**src/rtl/md_rst_seq_pkg.sv**
```systemverilog
// rtl/md_rst_seq_pkg.sv - shared types and default timings for md_rst_seq
package md_rst_seq_pkg;

  typedef enum logic [1:0] {
    OP_PULSE = 2'd0,
    OP_COLD  = 2'd1,
    OP_EXIT  = 2'd2,
    OP_NOP   = 2'd3
  } cmd_op_e;

  typedef enum logic [2:0] {
    ST_IDLE       = 3'd0,
    ST_PULSE_HOLD = 3'd1,
    ST_COLD_OFF   = 3'd2,
    ST_COLD_INIT  = 3'd3,
    ST_AUTO_HOLD  = 3'd4,
    ST_EXITED     = 3'd5
  } state_e;

  localparam int DEB_MS_DEF      = 8;
  localparam int SDR_INIT_MS_DEF = 2;
  localparam int AUTO_MS_DEF     = 16;

endpackage

```
**src/rtl/md_rst_seq_srst_debounce.sv**
```systemverilog
// rtl/md_rst_seq_srst_debounce.sv - md_srst synchroniser and tick-based debounce
module srst_debounce
  import md_rst_seq_pkg::*;
#(
  parameter int DEB_MS = DEB_MS_DEF
) (
  input  logic clk,
  input  logic rst_n,
  input  logic tick_ms,
  input  logic md_srst,
  output logic press
);

  localparam int             CW       = $clog2(DEB_MS + 1);
  localparam logic [CW-1:0]  DEB_TOP  = CW'(DEB_MS);
  localparam logic [CW-1:0]  DEB_LAST = CW'(DEB_MS - 1);

  logic          sync1;
  logic          level;
  logic [CW-1:0] cnt;

  // two-flop synchroniser for the asynchronous console soft-reset line
  always_ff @(posedge clk) begin
    if (!rst_n) begin
      sync1 <= 1'b0;
      level <= 1'b0;
    end else begin
      sync1 <= md_srst;
      level <= sync1;
    end
  end

  // count stable-high ticks; saturate at the threshold so a held button presses once
  always_ff @(posedge clk) begin
    if (!rst_n) begin
      cnt <= '0;
    end else if (!level) begin
      cnt <= '0;
    end else if (tick_ms && (cnt != DEB_TOP)) begin
      cnt <= cnt + CW'(1);
    end
  end

  // the press fires on the very edge at which the count reaches the threshold
  assign press = level & tick_ms & (cnt == DEB_LAST);

endmodule

```
**src/rtl/md_rst_seq.sv**
```systemverilog
// rtl/md_rst_seq.sv - timed sequencer for md_rst, sdram_en and exit
module md_rst_seq
  import md_rst_seq_pkg::*;
#(
  parameter int DEB_MS      = DEB_MS_DEF,
  parameter int SDR_INIT_MS = SDR_INIT_MS_DEF,
  parameter bit AUTO_RST    = 1'b1,
  parameter int AUTO_MS     = AUTO_MS_DEF
) (
  input  logic        clk,
  input  logic        rst_n,
  input  logic        tick_ms,
  input  logic        cmd_valid,
  output logic        cmd_ready,
  input  logic [1:0]  cmd_op,
  input  logic [15:0] cmd_ms,
  input  logic        md_srst,
  input  logic        srst_clr,
  output logic        md_rst,
  output logic        sdram_en,
  output logic        exit,
  output logic        busy,
  output logic        srst_evt,
  output logic [2:0]  state
);

  state_e      cur;
  logic [15:0] cnt;
  logic        timer_done;
  logic        press;

  srst_debounce #(
    .DEB_MS (DEB_MS)
  ) u_deb (
    .clk     (clk),
    .rst_n   (rst_n),
    .tick_ms (tick_ms),
    .md_srst (md_srst),
    .press   (press)
  );

  assign timer_done = (cnt == 16'd0);
  assign cmd_ready  = (cur == ST_IDLE);
  assign busy       = (cur != ST_IDLE);
  assign state      = cur;

  // sequencer: command launch, timed phases and registered pin drive
  always_ff @(posedge clk) begin
    if (!rst_n) begin
      cur      <= ST_IDLE;
      cnt      <= 16'd0;
      md_rst   <= 1'b0;
      sdram_en <= 1'b0;
      exit     <= 1'b0;
    end else begin
      case (cur)
        ST_IDLE: begin
          if (cmd_valid) begin
            case (cmd_op_e'(cmd_op))
              OP_PULSE: begin
                cur    <= ST_PULSE_HOLD;
                md_rst <= 1'b1;
                cnt    <= cmd_ms;
              end
              OP_COLD: begin
                cur      <= ST_COLD_OFF;
                md_rst   <= 1'b1;
                sdram_en <= 1'b0;
                cnt      <= cmd_ms;
              end
              OP_EXIT: begin
                cur    <= ST_EXITED;
                md_rst <= 1'b1;
                exit   <= 1'b1;
              end
              default: ;
            endcase
          end else if (press && AUTO_RST) begin
            // auto pulse only when no command claims this cycle
            cur    <= ST_AUTO_HOLD;
            md_rst <= 1'b1;
            cnt    <= 16'(AUTO_MS);
          end
        end
        ST_PULSE_HOLD, ST_AUTO_HOLD, ST_COLD_INIT: begin
          if (timer_done) begin
            md_rst <= 1'b0;
            cur    <= ST_IDLE;
          end else if (tick_ms) begin
            cnt <= cnt - 16'd1;
          end
        end
        ST_COLD_OFF: begin
          if (timer_done) begin
            sdram_en <= 1'b1;
            cnt      <= 16'(SDR_INIT_MS);
            cur      <= ST_COLD_INIT;
          end else if (tick_ms) begin
            cnt <= cnt - 16'd1;
          end
        end
        ST_EXITED: ;
        default: cur <= ST_IDLE;
      endcase
    end
  end

  // sticky soft-reset event; a simultaneous press beats the clear
  always_ff @(posedge clk) begin
    if (!rst_n) begin
      srst_evt <= 1'b0;
    end else if (press) begin
      srst_evt <= 1'b1;
    end else if (srst_clr) begin
      srst_evt <= 1'b0;
    end
  end

endmodule
```
**config.mk**
```make
export PLATFORM = sky130hd
export DESIGN_NAME = md_rst_seq
export DESIGN_NICKNAME = d
export VERILOG_FILES = /design/src/rtl/md_rst_seq_pkg.sv /design/src/rtl/md_rst_seq_srst_debounce.sv /design/src/rtl/md_rst_seq.sv
export SDC_FILE = /design/constraint.sdc
export NUM_CORES = 1
export LEC_CHECK = 0
export ABC_AREA = 1
export BUFFER_PORTS_ARGS = -buffer_cell sky130_fd_sc_hd__buf_2
export CELL_PAD_IN_SITES_DETAIL_PLACEMENT = 0
export CELL_PAD_IN_SITES_GLOBAL_PLACEMENT = 1
export CORE_MARGIN = 2
export CORE_UTILIZATION = 35
export DETAILED_ROUTE_END_ITERATION = 6
export PLACE_DENSITY_LB_ADDON = 0.1
export SLEW_MARGIN = 40
export SYNTH_ARGS = -nofsm -noshare
export SYNTH_HDL_FRONTEND = slang
export SYNTH_SLANG_ARGS = --single-unit
```
**constraint.sdc**
```tcl
create_clock -name clk -period 1.55 [get_ports clk]
set_input_delay 0.31 -clock clk [delete_from_list [all_inputs] [get_ports clk]]
set_output_delay 0.31 -clock clk [all_outputs]
set_load 0.05 [all_outputs]
```
==> results of run 1 <==
==> cell families (layout without fill, tap and decap cells) <==
logic type | count (synthesis) | in the layout
fa+ha+maj | 3 | 3
simple gates | 252 | 253
compound gates | 31 | 31
buf+inv | 54 | 130
xor+xnor | 2 | 2
flops | 29 | 29
==> cells in the mapped netlist (4+ instances only) <==
master	instances
nand2_1	114
dfxtp_1	29
nand4_1	8
nor3_1	4
o21ai_0	6
a21oi_1	14
nand2_2	6
a21oi_2	6
nor2_1	68
nand3_1	32
nor2_2	12
inv_1	46
==> power by group <==
part	switching, mW	leakage [nW]	internal, mW
sequential	0.275	0.242	1.03
combinational	3.33	1.25	2.29
clock	0.325	0.0450	0.311
==> worst max-delay path by stage <==
stage              end  slack, ns  cells after the start
4_1_cts        cnt[11]      0.003                     10
5_1_grt        cnt[15]      -0.08                     12
2_1_floorplan   cnt[2]       0.02                      8
3_3_place_gp    cnt[1]      -0.02                     12
3_5_place_dp    cnt[1]      -0.06                     12
6_report       cnt[15]      0.007                     12
==> worst reg2reg max path: cells and delay by family, from the launching register on <==
kind / cells / cell delay [ns]
AND/OR/NAND/NOR: 7 / 0.68
flip-flops: 1 / 0.32
buffers and inverters: 3 / 0.25
adder cells (fa/ha/maj): 1 / 0.16
AO/OA/AOI/OAI: 1 / 0.03
==> sequential cells by signal, indices dropped and copies added (netlist names) <==
signal       count
u_deb.sync1      1
sdram_en         1
srst_evt         1
md_rst           1
exit             1
cnt             16
u_deb.cnt        4
u_deb.level      1
state            3
==> routing by layer <==
metal	up-vias	routed length, um
met5	-	0
met4	0	64
met3	6	199
met2	29	2790
met1	1100	3250
li1	1314	-
==> layout by cell type (no fill, tap or decap), types with 3 or more instances in the layout <==
| cell | instances |
|---|---|
| a21oi_1 | 9 |
| a21oi_2 | 11 |
| buf_2 | 31 |
| buf_4 | 38 |
| buf_6 | 5 |
| clkbuf_8 | 5 |
| dfxtp_1 | 22 |
| dfxtp_2 | 4 |
| dfxtp_4 | 3 |
| inv_1 | 42 |
| inv_2 | 3 |
| nand2_1 | 99 |
| nand2_2 | 18 |
| nand2_4 | 4 |
| nand3_1 | 28 |
| nand3_2 | 4 |
| nand4_1 | 8 |
| nor2_1 | 60 |
| nor2_2 | 15 |
| nor2_4 | 8 |
| nor3_1 | 4 |
| o21ai_0 | 5 |
==> repair_timing <==
| item | 4_1_cts | 5_1_grt |
|---|---|---|
| pin swaps | 3 | 17 |
| gates cloned | 1 | 0 |
| setup buffers | 5 | 5 |
| endpoints found under the setup margin | 18 | 22 |
| resized for setup | 19 | 46 |
| hold endpoints to repair | 0 | 0 |
==> cell type report <==
cell class	instances	area [sq um]	area share (%)
flip-flops and latches	29	597	19.7
clock inverters	2	10.0	0.330
repair buffers	76	532	17.5
inverters	46	176	5.82
well taps	75	93.8	3.10
clock buffers	6	72.6	2.39
multi-input cells	289	1550	51.1
==> impl_metrics.yaml, run 1 <==
critical_path:
  startpoint: "cnt[0]"
  r2r_end: "cnt[15]"
  start_kind: "flop"
  crit_chain: "inv_2, ha_4, inv_2, nor2_1, nand2_1, nor2_2, nand3_4, nand2_8, buf_12, nand2_1, nand2_1, a21oi_2"
  crit_path_max_incr_delay_ns: 0.32
  cp_num_buf_inv: 3
  ff2ff_setup_slack_ns: 0.007
  worstPathArrival_ns: 1.72
  cp_common_cell: "nand2_1"
  crit_family: "simple AND/OR/NAND/NOR gates"
  endpoint_kind: "flop"
  slowest_stage: "dfxtp_2"
  r2r_cells: 12
  r2r_start: "cnt[0]"
  cp_max_fo: 10
  worstSetupPathType: "flop to flop"
  required_ns: 1.73
timing:
  period_share_pct: 99.6
  setup_ws_ns: 0.00694
  tns_ns: 0
  setup_viol: 0
  worst_pin_slew_ns: 0.392
  period_needed_ns: 1.54
  fmax_ghz: 0.648
  holdWs_ns: 0.204
  hold_viol: 0
  maxSlewHeadroom_pct: 73.9
  fin_skew_ns: 0.00816
  maxSlewViolCount: 0
  rsz0062_at_grt: "yes"
power:
  power_density_nw_per_um2: 2490
  p_total_mw: 7.56
  irDropWorstVdd_uv: 1410
  leakage_nw: 1.54
final_layout:
  nNetsFinal: 474
  post-route-util_pct: 50.9
  fill_cells: 642
  insertedDiodeCount: 0
  drive_above_1_share_pct: 35.9
  syn_to_final_growth_pct: 40.1
  finalNonFillerCells: 523
  stdcell_area_sq_um: 3030
place:
  pre_cts_slack_ns: -0.0607
  portBuffers: 32
  postPlaceCellArea_sq_um: 2650
  place_inst: 504
  dp_hpwl_um: 4730
  place_congestion: 0.834
synth:
  synthArstFlopShare_pct: 0
  synth_top_family_by_area: "simple AND/OR/NAND/NOR gates"
  synth_fa_ha_area_share_pct: 1.74
  synthCells: 371
  synth_compound_area_share_pct: 8.79
  synth_warnings: 0
  syn-num-nets: 398
  ys.flop_type: "dfxtp_1"
  synthMuxAreaShare_pct: 0
  synth_top_area_share_pct: 26.8
  synthTopCellsByArea: "dfxtp_1, nand2_1, nor2_1"
  yosys.cell_types.count: 28
  synth_seq_area_share_pct: 26.8
  synthSimpleGateAreaFrac_pct: 51.4
  synthXorXnorAreaFrac_pct: 0.810
  synth_edf_count: 0
  syn-cell-area_sq_um: 2160
  syn_avg_cell_area_sq_um: 5.83
  ys_ff_latch: 29
  synth_top_cell_by_area: "dfxtp_1"
detailed_routing:
  viasPerCell: 4.68
  wl_um: 6300
  num_vias: 2449
  drcViolationCount: 0
  detail-route-antenna-nets: 0
  dr.pass1.iters: 4
  drt_iter0_markers: 102
  routedWlPerCell_um: 12.1
die:
  fp.dieW_um: 82.6
  rows: 28
  start_util_pct: 36.3
  chipHeight_um: 82.6
  die_area_sq_um: 6830
  ioPinCount: 33
  fp.coreArea_sq_um: 5960
clock_tree:
  htree_levels: 2
  cts_root_buffer: "clkbuf_8"
  path_clk_slew_ns: 0.07
  cts_buffer_depth: 2
  worstSkewPairLatency_ns: 0.29
  ctsHoldBuffers: 0
  cts_tree: "yes"
  cts_buffers: 5
  cts_sinks: 29
worst_hold_path:
  hold_depth: 3
  hp-class: "input pin to flop"
  whs_endpoint: "u_deb.sync1"
  hp-start: "md_srst"
grt:
  busiest_layer: "met2"
  grt_max_degree: 11
  grtUsageMet2_pct: 31.5
  grt_pass1_wl_um: 10400
  grt_use_met1_pct: 28.0
  overflow: 0
  grt_antenna_before_repair: 0
  use_met3_pct: 4.02
  grt_pass1_vias: 2245
  grt_usage_pct: 20.1
status:
  status: "completed"
flow_run:
  cap_violations: 0
Power figures use the tool's default switching activity.
==> inputs of run 2 (changes only) <==
==> constraint.sdc (replaced) <==
create_clock -name clk -period 1.3 [get_ports clk]
set_input_delay 0.26 -clock clk [delete_from_list [all_inputs] [get_ports clk]]
set_output_delay 0.26 -clock clk [all_outputs]
set_load 0.05 [all_outputs]
==> run 2 against run 1 <==
Compared with the run above: the flow now finishes with violations (negative setup slack); global-route usage up 0.91 points; non-clock buffer count up 40; die area unchanged; worst setup slack worse by 0.23 ns; register-to-register slack worse by 0.23 ns; clock skew up 0.0011 ns; via count up 7.0%; final cell count up 7.6%; critical path type unchanged; critical endpoint is now cnt[1]; highest routed layer unchanged.
==> impl_metrics.yaml, run 2 (synthesis results as in run 1) <==
critical_path:
  start_kind: "flop"
  required_ns: 1.48
  slowest_stage: "dfxtp_2"
  crit_path_max_incr_delay_ns: 0.33
  crit_chain: "inv_4, ha_4, inv_2, nor2_1, nand2_1, nor2_2, nand3_4, nand2_8, buf_6, nand2_2, nand2_2, nor2_1"
  worstPathArrival_ns: 1.70
  endpoint_kind: "flop"
  cp_max_fo: 7
  worstSetupPathType: "flop to flop"
grt:
  grt_pass1_wl_um: 11000
  grt_usage_pct: 21.0
  grt_max_degree: 12
  grt_antenna_before_repair: 0
  overflow: 0
  grt_pass1_vias: 2389
detailed_routing:
  drt_iter0_markers: 94
  dr.pass1.iters: 4
  detail-route-antenna-nets: 0
  viasPerCell: 4.65
  drcViolationCount: 0
  num_vias: 2620
  routedWlPerCell_um: 12.0
  wl_um: 6760
timing:
  period_needed_ns: 1.52
  hold_viol: 0
  fmax_ghz: 0.658
  maxSlewHeadroom_pct: 76.3
  setup_viol: 22
  setup_ws_ns: -0.221
  worst_pin_slew_ns: 0.356
  rsz0062_at_grt: "yes"
  tns_ns: -4.19
  fin_skew_ns: 0.00926
  maxSlewViolCount: 0
  period_share_pct: 117
place:
  place_inst: 538
  postPlaceCellArea_sq_um: 2930
  place_congestion: 0.819
  dp_hpwl_um: 4960
  pre_cts_slack_ns: -0.250
  portBuffers: 32
power:
  power.share.clock_pct: 7.9
  irDropWorstVdd_uv: 1700
  intPower_mw: 5.59
  netSwitchingFraction_pct: 48.3
  combPwrFrac_pct: 78.0
  power_density_nw_per_um2: 3050
  power.net_switching_mw: 5.23
  leakage_nw: 1.78
  power_frac_seq_pct: 14.2
clock_tree:
  cts_tree: "yes"
  path_clk_slew_ns: 0.07
  worstSkewPairLatency_ns: 0.28
  cts_buffer_depth: 2
  ctsHoldBuffers: 0
  cts_buffers: 5
  cts_sinks: 29
  htree_levels: 2
  cts_root_buffer: "clkbuf_8"
die:
  fp.dieW_um: 82.6
  rows: 28
  die_area_sq_um: 6830
  start_util_pct: 36.3
  ioPinCount: 33
  chipHeight_um: 82.6
  fp.coreArea_sq_um: 5960
final_layout:
  max_flop_register: "cnt"
  drive_above_1_share_pct: 44.7
  largest_reg_flops: 16
  finalNonFillerCells: 563
  nNetsFinal: 514
  post-route-util_pct: 59.5
  final_common_cell: "nand2_1"
  stdcell_area_sq_um: 3550
  mostFrequentLayoutCells: "nand2_1, buf_4, nor2_1, inv_1"
  insertedDiodeCount: 0
  syn_to_final_growth_pct: 63.9
status:
  failed_checks: "negative setup slack"
  status: "finished with violations"
flow_run:
  cap_violations: 0
worst_hold_path:
  hp-class: "input pin to flop"
## run 2: cell count changes in the layout (fill, tap and decap cells not counted), sizes merged
cell    delta
clkbuf     +3
clkinv     -1
buf       +38
## run 2: worst max-delay path: cells and delay by family (launching register included)
family	cells	cell delay, ns
AND/OR/NAND/NOR	8	0.70
flip-flops	1	0.33
buffers and inverters	3	0.24
adder cells (fa/ha/maj)	1	0.15
## run 2: per-layer routing
layer  track usage, %  routed length [um]  up-vias
li1                 -                   -     1398
met1             30.1                3340     1182
met2             33.5                3150       35
met3             2.61                 203        5
met4             4.43                  61        0
met5                0                   0        -
## run 2: power by group through the flow
| stage | logic, mW | registers [mW] | clock network, mW |
|---|---|---|---|
| after global routing | 9.27 | 1.57 | 0.916 |
| after CTS | 7.58 | 1.49 | 0.881 |
| after floorplan | 3.85 | 1.71 | 0 |
| after detailed placement | 6.52 | 1.50 | 0 |
| final | 8.44 | 1.53 | 0.850 |
| after global placement | 6.52 | 1.49 | 0 |
## run 2: repair_timing
action / CTS / global route
buffers inserted: 11 / 4
pin swaps: 7 / 19
endpoints found under the setup margin: 24 / 26
cloned: 1 / 1
gates resized for setup: 40 / 54
## run 2: cell type report
class / count / area [sq um]
flip-flops and latches: 29 / 597
repair buffers: 116 / 908
inverters: 46 / 186
clock buffers: 7 / 96.3
clock inverters: 1 / 5.00
well taps: 75 / 93.8
fillers: 584 / 2410
multi-input cells: 289 / 1660
## run 2: worst paths after layout
path | start | to | slack (ns) | depth (start not counted)
max reg2reg | cnt[0] | cnt[1] | -0.22 | 12
max | cnt[0] | cnt[1] | -0.22 | 12
min | md_srst | u_deb.sync1 | 0.16 | 3
min reg2reg | u_deb.sync1 | u_deb.level | 0.42 | 2
## run 2: metrics by stage
stage	power [mW]	hold slack (ns)
floorplan	5.56	0.358
global placement	8.00	0.410
detailed placement	8.02	0.409
CTS	9.94	0.153
global route	11.8	0.191
finish	10.8	0.160
==> inputs of run 3 (changes only) <==
--- a/config.mk
+++ b/config.mk
@@ -5,13 +5,15 @@
 export SDC_FILE = /design/constraint.sdc
 export NUM_CORES = 1
 export LEC_CHECK = 0
-export ABC_AREA = 1
+export ABC_AREA = 0
 export BUFFER_PORTS_ARGS = -buffer_cell sky130_fd_sc_hd__buf_2
 export CELL_PAD_IN_SITES_DETAIL_PLACEMENT = 0
 export CELL_PAD_IN_SITES_GLOBAL_PLACEMENT = 1
+export CORE_ASPECT_RATIO = 0.9
 export CORE_MARGIN = 2
-export CORE_UTILIZATION = 35
+export CORE_UTILIZATION = 37
 export DETAILED_ROUTE_END_ITERATION = 6
+export GPL_ROUTABILITY_DRIVEN = 0
 export PLACE_DENSITY_LB_ADDON = 0.1
 export SLEW_MARGIN = 40
 export SYNTH_ARGS = -nofsm -noshare
==> run 3 against run 2 <==
Compared with the run above: the flow still finishes with violations (negative setup slack); wire length down 12%; total power shrank 52%; clock skew rose by 0.0025 ns; worst setup slack worse by 0.38 ns; sequential power decreased by 24%; critical path type unchanged; largest power group unchanged; highest routed layer unchanged.
==> impl_metrics.yaml, run 3 <==
critical_path:
  ff2ff_setup_slack_ns: -0.60
  r2r_start: "cnt[0]"
  endpoint_kind: "flop"
  crit_path_max_incr_delay_ns: 0.32
  cp_num_buf_inv: 3
  cp_max_fo: 5
  r2r_end: "cnt[0]"
  r2r_cells: 9
  required_ns: 1.48
  worstPathArrival_ns: 2.09
  cp_common_cell: "buf_6"
  start_kind: "flop"
  slowest_stage: "dfxtp_2"
  crit_chain: "inv_2, ha_4, nor4b_4, nand4_2, buf_6, a22oi_4, buf_6, a32oi_2, o31ai_2"
  worstSetupPathType: "flop to flop"
  crit_family: "compound AO/OA/AOI/OAI gates"
timing:
  setup_viol: 24
  rsz0062_at_grt: "yes"
  period_needed_ns: 1.90
  hold_viol: 0
  fin_skew_ns: 0.0117
  maxSlewViolCount: 0
  setup_ws_ns: -0.604
  period_share_pct: 146
  maxSlewHeadroom_pct: 77.1
  fmax_ghz: 0.525
  worst_pin_slew_ns: 0.341
synth:
  synth_compound_area_share_pct: 25.2
  synthXorXnorAreaFrac_pct: 4.46
  synth_top_family_by_area: "simple AND/OR/NAND/NOR gates"
  yosys.cell_types.count: 55
  synth_top_cell_by_area: "dfxtp_1"
  synth_edf_count: 0
  synthTopCellsByArea: "dfxtp_1, nor2_1, xnor2_1"
  synthArstFlopShare_pct: 0
  synth_warnings: 0
  synth_seq_area_share_pct: 32.8
  syn-cell-area_sq_um: 1770
  synth_fa_ha_area_share_pct: 2.12
  ys_ff_latch: 29
  synth_most_common_cell: "dfxtp_1"
  synth_commonest_cells: "dfxtp_1, nor2_1, nand2_1"
  syn_avg_cell_area_sq_um: 8.30
  syn-num-nets: 240
  synthMuxAreaShare_pct: 1.13
  synthCells: 213
  synth_top_area_share_pct: 32.8
  ys.flop_type: "dfxtp_1"
  synthSimpleGateAreaFrac_pct: 28.7
detailed_routing:
  drt_iter0_markers: 113
  drcViolationCount: 0
  detail-route-antenna-nets: 0
  num_vias: 2097
  routedWlPerCell_um: 15.1
  dr.pass1.iters: 4
  wl_um: 5940
  viasPerCell: 5.32
clock_tree:
  cts_sinks: 29
  cts_root_buffer: "clkbuf_8"
  ctsHoldBuffers: 0
  worstSkewPairLatency_ns: 0.28
  path_clk_slew_ns: 0.07
  cts_buffers: 5
  htree_levels: 2
  cts_buffer_depth: 2
  cts_tree: "yes"
power:
  power_density_nw_per_um2: 1670
  p_total_mw: 5.23
  irDropWorstVdd_uv: 969
  leakage_nw: 1.35
die:
  rows: 23
  chipHeight_um: 69.6
  fp.dieW_um: 76.9
  die_area_sq_um: 5350
  ioPinCount: 33
  fp.coreArea_sq_um: 4520
  start_util_pct: 39.1
final_layout:
  mostFrequentLayoutCells: "buf_4, buf_2, nor2_1, dfxtp_1, buf_6"
  final_common_cell: "buf_4"
  max_flop_register: "cnt"
  nNetsFinal: 358
  largest_reg_flops: 16
  post-route-util_pct: 69.2
  drive_above_1_share_pct: 57.8
  insertedDiodeCount: 0
  syn_to_final_growth_pct: 76.9
grt:
  grt_pass1_wl_um: 10100
  overflow: 0
  grt_antenna_before_repair: 0
  grt_max_degree: 16
  grt_usage_pct: 23.6
  grt_pass1_vias: 2115
worst_hold_path:
  whs_endpoint: "u_deb.sync1"
  hp-start: "md_srst"
  hp-class: "input pin to flop"
  hold_depth: 2
place:
  portBuffers: 32
  dp_hpwl_um: 4140
flow_run:
  cap_violations: 0
status:
  status: "finished with violations"
  failed_checks: "negative setup slack"
[run 3: area by class of cell]
class,count,area (sq um)
Tap cell,62,77.6
Timing Repair Buffer,121,928
Sequential cell,29,599
Fill cell,386,1390
Inverter,13,67.6
Clock buffer,6,82.6
Clock inverter,2,36.3
Multi-Input combinational cell,161,1340
[run 3: worst reg2reg max path, stage by stage, from the launching register on]
cell	delay [ns]
dfxtp_2	0.32
inv_2	0.07
ha_4	0.14
nor4b_4	0.24
nand4_2	0.21
buf_6	0.18
a22oi_4	0.31
buf_6	0.15
a32oi_2	0.10
o31ai_2	0.09
[run 3: cell families after synthesis]
kind of cell               Yosys count
and+or+nand+nor                     86
AOI/OAI and AO/OA                   61
DFF                                 29
buffers and inverters               23
xor gates and xnor gates             9
adders and majority gates            3
muxes                                2
[run 3: how the worst max path moves through the flow]
| stage | start | to | slack [ns] | depth (start not counted) |
|---|---|---|---|---|
| 2_1_floorplan | state[0] | cnt[5] | -0.47 | 9 |
| 3_5_place_dp | cnt[2] | cnt[14] | -0.49 | 6 |
| 4_1_cts | cnt[1] | cnt[11] | -0.50 | 9 |
| 6_report | cnt[0] | cnt[0] | -0.60 | 9 |
| 5_1_grt | cnt[0] | cnt[5] | -0.68 | 9 |
| 3_3_place_gp | cnt[2] | cnt[15] | -0.47 | 6 |
[run 3: report_power, final]
part | leakage (nW) | internal [mW] | total (mW) | switching, mW
logic | 1.04 | 1.59 | 3.08 | 1.49
clock network | 0.0617 | 0.624 | 0.989 | 0.365
registers | 0.242 | 1.03 | 1.16 | 0.130
total | 1.35 | 3.25 | 5.23 | 1.98
[run 3: through the flow]
step / hold WS, ns / setup WS, ns / TNS [ns] / std cells / instance area, sq um
floorplan: 0.387 / -0.465 / -7.30 / 213 / 1920
global placement: 0.419 / -0.467 / -8.12 / 371 / 2630
detailed placement: 0.430 / -0.487 / -8.60 / 371 / 2630
CTS: 0.173 / -0.503 / -8.90 / 391 / 2980
global route: 0.175 / -0.681 / -12.68 / 394 / 3130
finish: 0.181 / -0.604 / -10.29 / 394 / 3130
[run 3: routing by layer]
metal | routed length (um) | global-route usage (%) | up-vias
met5 | 0 | 0 | -
met4 | 80 | 7.88 | 0
met3 | 237 | 4.95 | 10
met2 | 2780 | 36.5 | 51
met1 | 2850 | 32.6 | 994
li1 | - | - | 1042
[run 3: what timing repair did]
item,in CTS,in global routing
resized for setup,44,26
endpoints found under the setup margin,26,27
pin swaps,20,15
buffers inserted,13,3
cloned,0,0
